### src/rtl/pipe_stage_skid.sv
// ---------------------------------------------------------------------------
// pipe_stage_skid
//
// Inter-stage pipeline register (ID/EX, EX/MEM, MEM/WB) with a valid/ready
// handshake on both sides. A two-entry skid buffer (main + skid register)
// lets in_ready come straight from a flop while still sustaining one entry
// per cycle. Adds flush (bubble insertion) and a saturating stall counter.
//
// Ports
//   clk        in   1       rising-edge clock
//   clr        in   1       synchronous reset, active-high
//   flush      in   1       synchronous flush: discard all held entries
//   in_valid   in   1       upstream entry valid
//   in_ready   out  1       stage can accept (registered)
//   in_ctrl    in   CTRL_W  upstream control field
//   in_data    in   DATA_W  upstream payload
//   out_valid  out  1       downstream entry valid
//   out_ready  in   1       downstream accepts (0 = stall)
//   out_ctrl   out  CTRL_W  control field; 0 whenever out_valid = 0
//   out_data   out  DATA_W  payload; holds last value when out_valid = 0
//   stall_cnt  out  CNT_W   cycles with out_valid & !out_ready, saturating
// ---------------------------------------------------------------------------
module pipe_stage_skid #(
   parameter int CTRL_W = 8,
   parameter int DATA_W = 96,
   parameter int CNT_W  = 16
) (
   input  logic              clk,
   input  logic              clr,
   input  logic              flush,
   input  logic              in_valid,
   output logic              in_ready,
   input  logic [CTRL_W-1:0] in_ctrl,
   input  logic [DATA_W-1:0] in_data,
   output logic              out_valid,
   input  logic              out_ready,
   output logic [CTRL_W-1:0] out_ctrl,
   output logic [DATA_W-1:0] out_data,
   output logic [CNT_W-1:0]  stall_cnt
);

   typedef enum logic [1:0] {
      EMPTY = 2'd0,
      ONE   = 2'd1,
      FULL  = 2'd2
   } state_t;

   state_t            state;
   logic [CTRL_W-1:0] main_ctrl;
   logic [DATA_W-1:0] main_data;
   logic [CTRL_W-1:0] skid_ctrl;
   logic [DATA_W-1:0] skid_data;
   logic              in_ready_q;
   logic              out_valid_q;
   logic [CNT_W-1:0]  stall_q;

   logic in_xfer;
   logic out_xfer;
   logic stall_evt;

   assign in_xfer   = in_valid & in_ready_q;
   assign out_xfer  = out_valid_q & out_ready;
   assign stall_evt = out_valid_q & ~out_ready;

   // in_ready and out_valid are kept as their own flops (rather than decoded
   // from state) so neither handshake output has logic after the register.
   always_ff @(posedge clk) begin
      // NOTE: all state here is updated with non-blocking assignments so every
      // register samples pre-edge values; the skid register is a plain flop,
      // not a memory, so it is cheap to clear on clr.
      if (clr) begin
         state       <= EMPTY;
         main_ctrl   <= '0;
         main_data   <= '0;
         skid_ctrl   <= '0;
         skid_data   <= '0;
         in_ready_q  <= 1'b1;
         out_valid_q <= 1'b0;
         stall_q     <= '0;
      end else begin
         // Counted on the pre-edge handshake, so a flush cycle still counts
         // when the stage was stalled going into it.
         if (stall_evt && (stall_q != {CNT_W{1'b1}}))
            stall_q <= stall_q + CNT_W'(1);

         if (flush) begin
            // Bubble: control zeroed, payload left alone.
            state       <= EMPTY;
            main_ctrl   <= '0;
            in_ready_q  <= 1'b1;
            out_valid_q <= 1'b0;
         end else begin
            case (state)
               EMPTY: begin
                  if (in_xfer) begin
                     state       <= ONE;
                     main_ctrl   <= in_ctrl;
                     main_data   <= in_data;
                     out_valid_q <= 1'b1;
                  end
               end
               ONE: begin
                  if (in_xfer && out_xfer) begin
                     main_ctrl <= in_ctrl;
                     main_data <= in_data;
                  end else if (in_xfer) begin
                     // Downstream stalled: park the new entry behind main.
                     state      <= FULL;
                     skid_ctrl  <= in_ctrl;
                     skid_data  <= in_data;
                     in_ready_q <= 1'b0;
                  end else if (out_xfer) begin
                     state       <= EMPTY;
                     main_ctrl   <= '0;
                     out_valid_q <= 1'b0;
                  end
               end
               FULL: begin
                  if (out_xfer) begin
                     state      <= ONE;
                     main_ctrl  <= skid_ctrl;
                     main_data  <= skid_data;
                     in_ready_q <= 1'b1;
                  end
               end
               default: begin
                  state       <= EMPTY;
                  main_ctrl   <= '0;
                  in_ready_q  <= 1'b1;
                  out_valid_q <= 1'b0;
               end
            endcase
         end
      end
   end

   assign in_ready  = in_ready_q;
   assign out_valid = out_valid_q;
   assign out_ctrl  = main_ctrl;
   assign out_data  = main_data;
   assign stall_cnt = stall_q;

endmodule

### config.mk
export PLATFORM = sky130hd
export DESIGN_NAME = pipe_stage_skid
export DESIGN_NICKNAME = d
export VERILOG_FILES = /design/src/rtl/pipe_stage_skid.sv
export SDC_FILE = /design/constraint.sdc
export NUM_CORES = 1
export LEC_CHECK = 0
export CAP_MARGIN = 20
export CORE_MARGIN = 2
export CORE_UTILIZATION = 40
export CTS_CLUSTER_DIAMETER = 30
export DETAILED_ROUTE_END_ITERATION = 8
export HOLD_SLACK_MARGIN = 0.05
export PLACE_DENSITY = 0.69
export SYNTH_ARGS = -nofsm -noshare
export SYNTH_HDL_FRONTEND = slang
export SYNTH_SLANG_ARGS = --single-unit
### constraint.sdc
create_clock -name clk -period 4.6 [get_ports clk]
set_input_delay 0.92 -clock clk [delete_from_list [all_inputs] [get_ports clk]]
set_output_delay 0.92 -clock clk [all_outputs]
set_load 0.05 [all_outputs]
==> results.toml <==
[synthesis]
ys_types = 44
syn-cell-area_um2 = 9480
yosysSeqAreaShare_pct = 48.1
syn_nets = 1168
async_flop_share_pct = 0
syn_avg_cell_area_um2 = 8.96
synth_warnings = 0
ys_seq_elements = 228
postSynthCellCount = 1058
synth_edf_count = 0
synth_ff_type = "dfxtp_1"

[final_layout]
fin_area_um2 = 13600
diodes = 0
layout_commonest_cell = "clkdlybuf4s50_1"
instances_no_fill = 1609
fillers = 2063
drive_above_1_share_pct = 8.84
syn2layout_area_growth_pct = 43.8
layout_common_cells = "229 x clkdlybuf4s50_1, 228 x dfxtp_1, 218 x nand2_1"
final_nets = 1362

[global_routing]
grt_max_degree = 133
grt_pass1_vias = 7996
grt_pass1_wl_mm = 40.1
antenna_found_initial = 0
gr-total-overflow = 0
grt.total_usage_pct = 19.7

[critical_path]
cp.arrival_ns = 1.93
cp_slowest_cell = "clkdlybuf4s50_1"
r2r-end = "out_ctrl[2]"
cp_num_cells = 1
critPathLaunch = "out_valid"
end_kind = "output port"
path_class = "reg -> out"
path_buf_inv = 1
r2r_slack_ns = 2.23
cp-endpoint = "out_valid"
crit_family = "buffers and inverters"
path_cells = "clkdlybuf4s50_1"
r2r_start = "state[1]"
cp_max_fo = 10
critPathMaxStageDelay_ns = 0.91
start_kind = "register"
required_ns = 3.68
r2r_cells = 5

[clock_network]
clockBufferDepth = 3
postCtsHoldBufs = 0
post_cts_buffers = 0
cts_htree_levels = 2
cts_resized = 0
clock_latency_ns = 0.53
clkTransAtPathRegs_ns = 0.04
cts.sinks = 228
cts_root_buf = "clkbuf_16"
cts_tree = "done"
cts_buffers = 49

[floorplan]
core_um2 = 23400
boundaryPins = 231
start_util_pct = 40.5
die_y_um = 158
num_rows = 56
die_area_um2 = 25000
die_x_um = 158

[pwr]
internal_power_uw = 4880
p_switching_uw = 1600
clkPwrFrac_pct = 55.6
swShare_pct = 24.7
powerDensity_nw_per_um2 = 475
max-vdd-ir-drop_mv = 0.314
power_frac_seq_pct = 32.5
power.leakage_uw = 0.00530
combPwrFrac_pct = 11.9

[timing]
slew_viol_final = 0
report.final.hold_viol_count = 0
rsz0062_at_grt = "no"
clock_skew_ns = 0.0211
fin_crit_sh_pct = 61.9
period_needed_ns = 2.85
finalSetupViolations = 0
setup-tns-final_ns = 0
fmax_mhz = 351
worstMarginPinSlew_ns = 1.05
slew_headroom_pct = 30.1

[routing]
vias = 8480
ant_nets = 0
drtIter0Drc = 523
drt-pass1-iter-count = 5
wirelength_mm = 25.6
viasPerCell = 5.27
drc = 0
post_drt_wl_per_cell_um = 15.9

[min_path]
hp-class = "reg -> reg"

[place]
io_buffer_count = 230
place_inst = 1520
place_area_um2 = 11900
place_hpwl_mm = 15.4
gp_congestion = 0.778

[status]
status = "finished clean"

[run]
drv_cap = 0
## through the flow
step	hold slack (ns)	total power [µW]	setup slack [ns]	utilization (%)
floorplan	0.436	2610	2.48	-
global placement	0.441	2910	1.38	50.8
detailed placement	0.446	2910	1.31	50.8
CTS	0.452	6540	1.71	58.3
global route	0.466	6700	1.63	58.3
finish	0.449	6480	1.75	58.3
## layout make-up
cell class / count / area [µm²] / share of cell area [%]
flip-flops and latches: 228 / 4560 / 33.5
repair buffers: 247 / 2490 / 18.3
well taps: 319 / 399 / 2.93
multi-input cells: 722 / 4420 / 32.4
clock buffers: 63 / 1400 / 10.3
inverters: 4 / 20.0 / 0.147
clock inverters: 26 / 337 / 2.47
## cells by family (layout without fill, tap and decap cells)
| logic type | count (synthesis) | in the layout | synth area share (%) |
|---|---|---|---|
| simple gates | 273 | 273 | 12.4 |
| xor+xnor | 2 | 2 | 0.185 |
| fa+ha+maj | 1 | 1 | 0.132 |
| compound gates | 348 | 348 | 23.3 |
| mux | 98 | 98 | 10.4 |
| buf+inv | 108 | 340 | 5.44 |
| flops | 228 | 228 | 48.1 |
## metal layers
layer  up-vias  track usage, %  wire, µm
met3        45            4.00      1610
met4         0            7.76       623
met2       250            33.0     12100
met1      3926            24.8     11300
met5         -               0         0
li1       4259               -         -
## cell usage after synthesis, types with 2 or more instances
| library cell | number | share of area, % |
|---|---|---|
| nand2b_1 | 2 | 0.13 |
| buf_2 | 22 | 1.2 |
| a22oi_1 | 8 | 0.63 |
| clkbuf_1 | 61 | 2.4 |
| o21ai_0 | 5 | 0.26 |
| nand2_1 | 218 | 8.6 |
| and4_1 | 2 | 0.18 |
| nor3_1 | 3 | 0.16 |
| or3_1 | 6 | 0.40 |
| nor2b_1 | 3 | 0.20 |
| dfxtp_1 | 228 | 48 |
| mux2i_1 | 97 | 10 |
| nor2_1 | 11 | 0.44 |
| or4_1 | 3 | 0.24 |
| inv_1 | 4 | 0.16 |
| a311oi_1 | 97 | 9.0 |
| a31oi_1 | 2 | 0.13 |
| xor2_1 | 2 | 0.18 |
| o2bb2ai_1 | 8 | 0.74 |
| nand4_1 | 4 | 0.26 |
| nand4_2 | 2 | 0.26 |
| o31ai_1 | 3 | 0.24 |
| and3_1 | 3 | 0.20 |
| nand3b_1 | 3 | 0.24 |
| o21ai_1 | 3 | 0.16 |
| nor4_1 | 2 | 0.13 |
| buf_4 | 20 | 1.6 |
| a21oi_1 | 215 | 11 |
| nand3_1 | 6 | 0.32 |
## registers in the layout, indices dropped and copies added (netlist names)
register and flops:
in_ready 1, out_ctrl 8, skid_data 96, out_valid 1
stall_cnt 16, skid_ctrl 8, out_data 96, state 2
## how the worst min path moves through the flow
stage                    endpoint  slack (ns)           from  cells past startpoint
finish              skid_data[20]        0.45  skid_data[20]                      2
global route        skid_data[11]        0.47  skid_data[11]                      2
CTS                 skid_data[13]        0.45  skid_data[13]                      2
detailed placement  skid_data[13]        0.45  skid_data[13]                      2
global placement    skid_data[20]        0.44  skid_data[20]                      2
floorplan            skid_data[0]        0.44   skid_data[0]                      2
## power by group through the flow
stage | Sequential [µW] | Clock (µW) | Combinational, µW
6_report | 2110 | 3600 | 769
5_1_grt | 2120 | 3770 | 817
4_1_cts | 2110 | 3660 | 772
3_5_place_dp | 2140 | 0 | 769
3_3_place_gp | 2140 | 0 | 763
2_1_floorplan | 2360 | 0 | 250
(Power assumes the default switching activity.)
